[config.mk]
export PLATFORM = sky130hd
export DESIGN_NAME = eth_idma_req_launcher
export DESIGN_NICKNAME = d
export VERILOG_FILES = /design/src/rtl/eth_idma_launch_pkg.sv /design/src/rtl/eth_idma_req_launcher.sv
export SDC_FILE = /design/constraint.sdc
export NUM_CORES = 1
export LEC_CHECK = 0
export ABC_CLOCK_PERIOD_IN_PS = 3700
export CAP_MARGIN = 10
export CORE_UTILIZATION = 41
export DETAILED_ROUTE_END_ITERATION = 10
export PLACE_DENSITY = 0.87
export SLEW_MARGIN = 40
export SYNTH_ARGS = -nofsm -noshare
export SYNTH_HDL_FRONTEND = slang
export SYNTH_SLANG_ARGS = --single-unit
[constraint.sdc]
create_clock -name clk_i -period 3.7 [get_ports clk_i]
set_clock_uncertainty 0.2 [all_clocks]
set_input_delay 0.37 -clock clk_i [delete_from_list [all_inputs] [get_ports clk_i]]
set_output_delay 0.37 -clock clk_i [all_outputs]
set_load 0.01 [all_outputs]
[src/rtl/eth_idma_launch_pkg.sv]
// eth_idma_launch_pkg: shared types and defaults for the iDMA request launcher
package eth_idma_launch_pkg;
  localparam int unsigned DefaultNumOutstanding = 4;
  typedef enum logic {IDLE = 1'b0, REQ = 1'b1} launch_state_e;
  typedef struct packed {
    logic [31:0] src_addr;
    logic [31:0] dst_addr;
    logic [15:0] length;
  } idma_req_def_t;
  typedef struct packed {
    logic       error;
    logic [7:0] pld;
  } idma_rsp_def_t;
endpackage

[src/rtl/eth_idma_req_launcher.sv]
// eth_idma_req_launcher: turns launch pulses into held iDMA requests and tracks responses
module eth_idma_req_launcher
  import eth_idma_launch_pkg::*;
#(
  parameter int unsigned NumOutstanding = DefaultNumOutstanding,
  parameter int unsigned DoneCntWidth = 8,
  parameter type idma_req_t = idma_req_def_t,
  parameter type idma_rsp_t = idma_rsp_def_t,
  localparam idma_rsp_t RspZero = '0,
  localparam int unsigned PldWidth = $bits(RspZero.pld),
  localparam int unsigned OutWidth = $clog2(NumOutstanding + 1)
)(
  input  logic                    clk_i,
  input  logic                    rst_ni,
  input  idma_req_t               desc_i,
  input  logic                    launch_i,
  output logic                    launch_ack_o,
  output logic                    launch_rej_o,
  output idma_req_t               idma_req_o,
  output logic                    req_valid_o,
  input  logic                    req_ready_i,
  input  idma_rsp_t               idma_rsp_i,
  input  logic                    rsp_valid_i,
  output logic                    rsp_ready_o,
  output logic [OutWidth-1:0]     outstanding_o,
  output logic [DoneCntWidth-1:0] done_cnt_o,
  input  logic                    done_ack_i,
  output logic                    err_o,
  output logic [PldWidth-1:0]     err_pld_o,
  input  logic                    err_clr_i,
  input  logic                    irq_en_i,
  output logic                    irq_o,
  output logic                    busy_o
);
  launch_state_e           state_q, state_d;
  idma_req_t               hold_q;
  logic [OutWidth-1:0]     out_q;
  logic [DoneCntWidth-1:0] done_q;
  logic [PldWidth-1:0]     pld_q;
  logic                    ack_q, rej_q, err_q;
  logic                    launch_ok, req_hs, rsp_hs, err_set, done_inc, done_dec;

  assign launch_ok = launch_i & (state_q == IDLE) & (out_q < OutWidth'(NumOutstanding));
  assign req_hs    = req_valid_o & req_ready_i;
  assign rsp_hs    = rsp_valid_i & rsp_ready_o;
  // a clear in the same cycle as a new error must not block its capture
  assign err_set   = rsp_hs & idma_rsp_i.error & (~err_q | err_clr_i);
  assign done_inc  = rsp_hs & ~(done_ack_i & (done_q != '0));
  assign done_dec  = done_ack_i & ~rsp_hs & (done_q != '0);

  always_ff @(posedge clk_i or negedge rst_ni) begin
    if (!rst_ni) state_q <= IDLE;
    else state_q <= state_d;
  end

  always_comb begin
    state_d = (state_q == IDLE) ? (launch_ok ? REQ : IDLE) : (req_ready_i ? IDLE : REQ);
  end

  always_comb begin
    req_valid_o   = (state_q == REQ);
    idma_req_o    = hold_q;
    launch_ack_o  = ack_q;
    launch_rej_o  = rej_q;
    outstanding_o = out_q;
    rsp_ready_o   = (out_q != '0);
    done_cnt_o    = done_q;
    err_o         = err_q;
    err_pld_o     = pld_q;
    irq_o         = irq_en_i & ((done_q != '0) | err_q);
    busy_o        = (state_q != IDLE) | (out_q != '0);
  end

  always_ff @(posedge clk_i or negedge rst_ni) begin
    if (!rst_ni) begin
      hold_q <= '0;
      ack_q  <= 1'b0;
      rej_q  <= 1'b0;
      out_q  <= '0;
      done_q <= '0;
      err_q  <= 1'b0;
      pld_q  <= '0;
    end else begin
      ack_q <= launch_ok;
      rej_q <= launch_i & ~launch_ok;
      if (launch_ok) hold_q <= desc_i;
      out_q <= out_q + OutWidth'(req_hs) - OutWidth'(rsp_hs);
      if (done_inc) done_q <= done_q + DoneCntWidth'(done_q != '1);
      else if (done_dec) done_q <= done_q - DoneCntWidth'(1);
      err_q <= err_set | (err_q & ~err_clr_i);
      if (err_set) pld_q <= idma_rsp_i.pld;
      else if (err_clr_i) pld_q <= '0;
    end
  end
endmodule

==> results of run 1 <==
==> critical path, cell delays in order (launching register included) <==
cell                       delay [ps]
sky130_fd_sc_hd__dfrtp_2          470
sky130_fd_sc_hd__or4_1            590
sky130_fd_sc_hd__o21ai_2          210
sky130_fd_sc_hd__nand2_1           90
sky130_fd_sc_hd__or3_1            380
sky130_fd_sc_hd__ha_1             220
sky130_fd_sc_hd__fa_1             430
sky130_fd_sc_hd__a21oi_2          200
sky130_fd_sc_hd__o211ai_1         120
sky130_fd_sc_hd__a21oi_1          170
sky130_fd_sc_hd__xnor2_1           80
sky130_fd_sc_hd__mux2_4           250
==> power by group through the flow <==
stage	Combinational (mW)	Clock, mW	Sequential (mW)
finish	2.77	0.651	2.00
CTS	2.79	0.677	2.01
global route	2.98	0.717	2.08
floorplan	1.06	0	2.24
global placement	2.70	0	1.98
detailed placement	2.77	0	2.03
==> worst paths after layout <==
| kind | cells after the start | startpoint | slack, ps | endpoint |
|---|---|---|---|---|
| worst max-delay path | 11 | done_cnt_o[1] | 170 | done_cnt_o[6] |
| worst min-delay path | 1 | idma_req_o[37] | 310 | idma_req_o[37] |
| worst max register to register | 11 | done_cnt_o[1] | 170 | done_cnt_o[6] |
| worst min register to register | 1 | idma_req_o[37] | 310 | idma_req_o[37] |
| max in group asynchronous | 3 | rst_ni | 2230 | idma_req_o[47] |
| min in group asynchronous | 2 | rst_ni | 340 | idma_req_o[39] |
==> routing by layer <==
layer,vias up,part of all wire (%)
met5,-,0
met4,0,0.97
met3,9,8.9
met2,110,53
met1,1527,37
li1,1426,-
==> kinds of logic after synthesis <==
logic type | Yosys count
adders and majority gates | 11
DFF | 103
AOI/OAI and AO/OA | 26
muxes | 84
buffers and inverters | 19
xor gates and xnor gates | 9
and+or+nand+nor | 40
==> cells in the final DEF (no fill, tap or decap), types with 2 or more instances in the layout <==
cell	n
sky130_fd_sc_hd__buf_4	6
sky130_fd_sc_hd__clkbuf_8	10
sky130_fd_sc_hd__clkinvlp_4	3
sky130_fd_sc_hd__xnor2_1	8
sky130_fd_sc_hd__nor2_1	4
sky130_fd_sc_hd__inv_1	6
sky130_fd_sc_hd__fa_1	2
sky130_fd_sc_hd__o21ai_0	9
sky130_fd_sc_hd__nand2b_1	9
sky130_fd_sc_hd__or2_2	2
sky130_fd_sc_hd__nand4_1	2
sky130_fd_sc_hd__dfrtp_1	102
sky130_fd_sc_hd__nand2_1	15
sky130_fd_sc_hd__a21o_1	2
sky130_fd_sc_hd__or3_1	2
sky130_fd_sc_hd__a21oi_1	8
sky130_fd_sc_hd__mux2_2	81
sky130_fd_sc_hd__mux2_4	2
sky130_fd_sc_hd__ha_1	9
sky130_fd_sc_hd__clkdlybuf4s50_1	201
==> repair_timing <==
item                       in CTS  in global routing
gates resized for setup         0                  2
hold endpoints to repair       63                  0
setup buffers                   0                  1
setup endpoints to repair       0                  1
hold buffers                    1                  0
==> cells in the mapped netlist, drive strengths merged, types with 2 or more instances <==
| library cell | count | area share, % |
|---|---|---|
| a21o | 2 | 0.36 |
| xnor2 | 8 | 1.7 |
| ha | 9 | 2.7 |
| nand2 | 15 | 1.3 |
| clkbuf | 3 | 0.27 |
| buf | 10 | 1.5 |
| o21ai | 10 | 1.3 |
| nor2 | 4 | 0.36 |
| or4 | 2 | 0.44 |
| or3 | 2 | 0.30 |
| dfrtp | 103 | 61 |
| mux2 | 83 | 22 |
| inv | 6 | 0.53 |
| nand2b | 9 | 1.3 |
| a21oi | 9 | 1.1 |
| nand4 | 2 | 0.30 |
| or2 | 2 | 0.30 |
| fa | 2 | 0.95 |
==> sequential cells by signal, summed over array words and instances (netlist names) <==
name and flops:
err_pld_o 8, launch_rej_o 1, launch_ack_o 1, idma_req_o 80
done_cnt_o 8, err_o 1, req_valid_o 1, outstanding_o 3
==> final cells by class <==
type,instances,area [µm²],share of cell area (%)
Multi-Input combinational cell,170,1555,23.55
Clock buffer,10,137.6,2.084
Tap cell,133,166.4,2.520
Clock inverter,6,45.04,0.6821
Sequential cell,103,2579,39.05
Inverter,6,22.52,0.3410
Timing Repair Buffer,210,2098,31.77
==> Flow_metrics.wiki, run 1 <==
{| class="wikitable"
! Metric !! Value
|-
| Outcome || completed
|-
| Switching part of the total power || about 33%
|-
| TritonCTS clock tree || built
|-
| Average cell area after synthesis || 14.45 µm²
|-
| Part of the cycle the worst path needs || 95.50%
|-
| Worst Setup End Kind || register
|-
| H-tree levels || 3
|-
| Net switching power of the design || 1.779 mW
|-
| Count of filler cells inserted in the layout || 731
|-
| Combinational family with the most area after synthesis || multiplexers
|-
| Post-route insts no fill || roughly 640
|-
| Cells after Synth || 292
|-
| Residual overflow from global routing || 0
|-
| Pins over their slew limit || 0
|-
| Net Count, Synth || 400
|-
| Cell variety after synth || 33
|-
| Proportion of layout cells with a drive suffix above 1 || a little under a quarter
|-
| Data required time of the critical path || approximately 3700 ps
|-
| DPL Wire Length || around 7.7 mm
|-
| Via count of the first global-routing pass || between 3k and 4k
|-
| CTS sink cnt || 103
|-
| Hold Vio Cnt, Final || 0
|-
| Share of power burned in registers || between 30% and 40%
|-
| Fin crit period || around 3500 ps
|-
| Power density over the cells || between 800 and 900 nW/µm²
|-
| DRC || 0
|-
| Effective utilization at floorplan || a little over two fifths
|-
| Busiest metal layer after global routing || met2
|-
| Share of flip-flops with an asynchronous set or reset || between 90% and 100%
|-
| Multiplexer share of the synthesized area || 22.56%
|-
| Setup crit start kind || register
|-
| Port buffer count || between 200 and 250
|-
| Clock buffers created by TritonCTS || 9
|-
| Sum of routed wire length over all layers || 10.25 mm
|-
| Worst max-slew margin expressed relative to the limit || between 60% and 70%
|-
| Static Leak || approximately 2.7 nW
|-
| Unrepaired setup endpoints after global routing || no
|-
| GR Util met2 || between 30 and 40%
|-
| Dominant synthesized flop cell || sky130_fd_sc_hd__dfrtp_1
|-
| Slew @ Worst Pin || slightly below 600 ps
|-
| Final instance area || ~6600 µm²
|-
| Largest voltage drop on the vdd net || between 0.4 and 0.5 mV
|-
| DP Area || around 6400 µm²
|-
| Proportion of synthesized chip area in sequential cells || between 60 and 70%
|-
| Data arrival, critical path || 3580 ps
|-
| Clock root buffer master || sky130_fd_sc_hd__clkbuf_8
|-
| X dimension of the die || 103.5 µm
|-
| Met1 track demand over resource || roughly 22%
|-
| Final total negative setup slack || 0 ps
|-
| Post-place setup slack || ~140 ps
|-
| Antenna diode count || 0
|-
| Placed Instances || between 600 and 700
|-
| Number of synthesized flops with an enable pin || 0
|-
| Combined area of all synthesized cells || 4220 µm²
|-
| Synth warn || 0
|-
| Wire length of the first global-routing pass || between 15 and 20 mm
|-
| Vert. Die Dim || approximately 100 µm
|-
| Detailed-route vias per instance || around 4.8
|-
| Core Box Area || 9864 µm²
|-
| FF+latch count, synth || about 100
|-
| Least setup slack across all paths after layout || 166.6 ps
|-
| Top fanout value on the critical path || 6
|-
| Latest clock arrival within the worst-skew pair || between 300 and 400 ps
|-
| Number of routed nets with antenna violations || 0
|-
| Reg clk slew, reported paths || ~100 ps
|-
| Nets || 608
|-
| Final design utilization || 66.95%
|-
| Signed area change from the synthesized netlist to the final layout || 56.48%
|-
| Basic-gate share of the synthesized area counting and, or, nand and nor cells || roughly 5%
|-
| Die area || 10,700 µm²
|-
| Internal power || between 3 and 4 mW
|-
| Synthesized-area fraction occupied by xor and xnor cells || under 10%
|-
| Min-delay worst type || register to register
|-
| Max-cap viol count || 0
|-
| Routed wire length per instance || about 16 µm
|-
| Final weighted congestion in routability-driven placement || 0.7943
|-
| Power consumption || approximately 5.4 mW
|-
| Highest Clock Rate || roughly 0.28 GHz
|-
| Violation count after the first detailed-routing iteration || 85
|-
| Critical path start-end classification || register to register
|-
| Total number of vias || between 3k and 4k
|-
| Global-route track usage on met3 || under 10%
|-
| Bufs on Longest Clock Path || 2
|-
| Number of placement rows || 36
|-
| Pin count of the biggest net entering global routing || 84
|-
| Worst Hold Slack || about 310 ps
|-
| Global routing usage summed across all routing layers || between 10% and 20%
|-
| Clock network fraction of total power || a little under an eighth
|-
| Compound-Gate Fraction of Synth Area || 3.617%
|-
| Setup violators final || 0
|-
| Portion of total power attributed to combinational logic || between 50% and 60%
|-
| Drt first pass iters || 4
|-
| Antenna violations before repair || 0
|-
| Synth Area in Adders || 3.617%
|-
| Number of top-level design ports || just over 200
|}
Power figures use the tool's default switching activity.
==> run 2: changes to the inputs <==
--- a/config.mk
+++ b/config.mk
@@ -7,9 +7,9 @@
 export LEC_CHECK = 0
 export ABC_CLOCK_PERIOD_IN_PS = 3700
 export CAP_MARGIN = 10
-export CORE_UTILIZATION = 41
+export CORE_UTILIZATION = 25
 export DETAILED_ROUTE_END_ITERATION = 10
-export PLACE_DENSITY = 0.87
+export PLACE_DENSITY = 0.6
 export SLEW_MARGIN = 40
 export SYNTH_ARGS = -nofsm -noshare
 export SYNTH_HDL_FRONTEND = slang
==> run 2 against run 1 <==
Sequential cell count unchanged. Register-to-register slack improved by 80 ps. Critical endpoint unchanged. Hold slack got worse by 8.9 ps. Via count grew 0.81%. Clock-buffer cell count rose by 2. Critical path type unchanged. Routed wire length up 6.0%. Sequential share of layout area is 1.4 points lower. Sequential power is essentially flat. Core utilization down 26 points. Total power up 5.6%.
==> Flow_metrics.wiki, run 2 (same netlist as run 1, synthesis figures left out) <==
{| class="wikitable"
! Metric !! Value
|-
| Met1 wire length || just over 4 mm
|-
| Postcts setup bufs || 0
|-
| Signed area change from the synthesized netlist to the final layout || 62.02%
|-
| Routed wl met3 || approximately 650 µm
|-
| Top fanout value on the critical path || 5
|-
| Clock buffers created by TritonCTS || 9
|-
| Min-delay worst type || register to register
|-
| X dimension of the die || 131.9 µm
|-
| Least setup slack across all paths after layout || 242.2 ps
|-
| Antenna violations before repair || 0
|-
| DPL Wire Length || 8.002 mm
|-
| Final weighted congestion in routability-driven placement || 0.7714
|-
| Antenna diode count || 0
|-
| Proportion of layout cells with a drive suffix above 1 || about 22%
|-
| H-tree levels || 3
|-
| Port buffer count || roughly 200
|-
| Routed wire length per instance || 14.95 µm
|-
| Cells on Worst Hold Path || 1
|-
| Number of placement rows || 47
|-
| Power density over the cells || about 840 nW/µm²
|-
| Wire length of the first global-routing pass || 17.90 mm
|-
| Vert. Die Dim || ~130 µm
|-
| Data arrival, critical path || roughly 3500 ps
|-
| Number of routed nets with antenna violations || 0
|-
| Most common library cell in the layout ignoring fill and taps || sky130_fd_sc_hd__clkdlybuf4s50_1
|-
| Critical path start-end classification || register to register
|-
| Die area || about 17,000 µm²
|-
| Global routing usage summed across all routing layers || about an eighth
|-
| Number of top-level design ports || approximately 200
|-
| Leading cell types in the layout, fill and taps excluded || sky130_fd_sc_hd__clkdlybuf4s50_1, sky130_fd_sc_hd__dfrtp_1, sky130_fd_sc_hd__mux2_2, sky130_fd_sc_hd__nand2_1
|-
| Worst reg-to-reg path cell count || 11
|-
| Total number of vias || 3,097
|-
| Pin count of the biggest net entering global routing || 74
|-
| Largest voltage drop on the vdd net || ~0.33 mV
|-
| Drt first pass iters || 4
|-
| Highest metal layer used by the detailed router || met4
|-
| TritonCTS clock tree || built
|-
| Pins over their slew limit || 0
|-
| Setup crit start kind || register
|-
| Unrepaired setup endpoints after global routing || no
|-
| Worst Setup End Kind || register
|-
| Data required time of the critical path || between 3000 and 4000 ps
|-
| Worst max-slew margin expressed relative to the limit || a little over half
|-
| Violation count after the first detailed-routing iteration || 80
|-
| Outcome || completed
|-
| Reg clk slew, reported paths || around 60 ps
|-
| Sum of routed wire length over all layers || approximately 11 mm
|-
| Fin crit period || approximately 3500 ps
|-
| Effective utilization at floorplan || 25.54%
|-
| Clock root buffer master || sky130_fd_sc_hd__clkbuf_16
|-
| Wire length on met2 || roughly 5.9 mm
|-
| Static Leak || about 2.8 nW
|-
| Count of filler cells inserted in the layout || 1,519
|-
| CTS sink cnt || between 100 and 150
|-
| Setup violators final || 0
|-
| Nets || 609
|-
| Placed Instances || roughly 700
|-
| Detailed-route vias per instance || 4.266
|-
| Latest clock arrival within the worst-skew pair || between 300 and 400 ps
|-
| Residual overflow from global routing || 0
|-
| Post-route insts no fill || around 730
|-
| Slew @ Worst Pin || between 600 and 700 ps
|-
| Hold Vio Cnt, Final || 0
|-
| Max-cap viol count || 0
|-
| Post-place setup slack || roughly 210 ps
|-
| Via count of the first global-routing pass || roughly 3.4k
|-
| DRC || 0
|-
| Highest Clock Rate || ~0.29 GHz
|-
| Part of the cycle the worst path needs || around 93%
|-
| Number of flip-flops in the largest register || 80
|-
| Final total negative setup slack || 0 ps
|-
| Core Box Area || between 15,000 and 20,000 µm²
|-
| Bufs on Longest Clock Path || 2
|}
[run 2: what timing repair did]
| action | 4_1_cts | 5_1_grt |
|---|---|---|
| hold buffers | 1 | 0 |
| resized for setup | 0 | 1 |
| hold endpoints to repair | 71 | 0 |
| endpoints found under the setup margin | 0 | 1 |
[run 2: worst paths after layout]
kind | start | endpoint | slack [ps]
max | done_cnt_o[5] | done_cnt_o[6] | 240
min | idma_req_o[53] | idma_req_o[53] | 300
max reg2reg | done_cnt_o[5] | done_cnt_o[6] | 240
min reg2reg | idma_req_o[53] | idma_req_o[53] | 300
max in group asynchronous | rst_ni | idma_req_o[42] | 2140
min in group asynchronous | rst_ni | idma_req_o[17] | 420
[run 2: where the power goes]
group	switching, mW	total, mW	internal, mW
clock network	0.421	0.968	0.547
registers	0.313	1.98	1.67
logic	1.06	2.78	1.72
[run 2: critical path, cell delays in order, from the launching register on]
cell and delay, ps:
sky130_fd_sc_hd__dfrtp_1 440, sky130_fd_sc_hd__or4_4 570, sky130_fd_sc_hd__o21ai_2 190, sky130_fd_sc_hd__nand2_1 90, sky130_fd_sc_hd__or3_1 380, sky130_fd_sc_hd__ha_1 220, sky130_fd_sc_hd__fa_1 420, sky130_fd_sc_hd__a21oi_2 180
sky130_fd_sc_hd__o211ai_1 120, sky130_fd_sc_hd__a21oi_1 190, sky130_fd_sc_hd__xnor2_1 80, sky130_fd_sc_hd__mux2_4 250
[run 2: final cells by class]
type	instances	area, µm²	area share, %
Clock buffer	12	246.5	3.605
Clock inverter	4	55.05	0.8051
Sequential cell	103	2577	37.69
Tap cell	220	275.3	4.026
Inverter	6	22.52	0.3294
Multi-Input combinational cell	170	1555	22.74
Timing Repair Buffer	211	2106	30.80
[run 2: per-layer routing]
metal / vias up / GRT usage, %
li1: 1436 / -
met1: 1549 / 14.12
met4: 0 / 6.072
met3: 14 / 3.460
met5: - / 0
met2: 98 / 24.10
[run 2: stage by stage]
step	util (%)	instance area [µm²]	hold slack (ps)	power (mW)
3_3_place_gp	39.45	6519	288.6	4.741
3_5_place_dp	39.47	6523	250.7	4.819
5_1_grt	41.38	6838	325.2	6.104
2_1_floorplan	-	4220	-125.6	3.298
4_1_cts	41.36	6834	311.0	5.833
6_report	41.38	6838	304.4	5.730
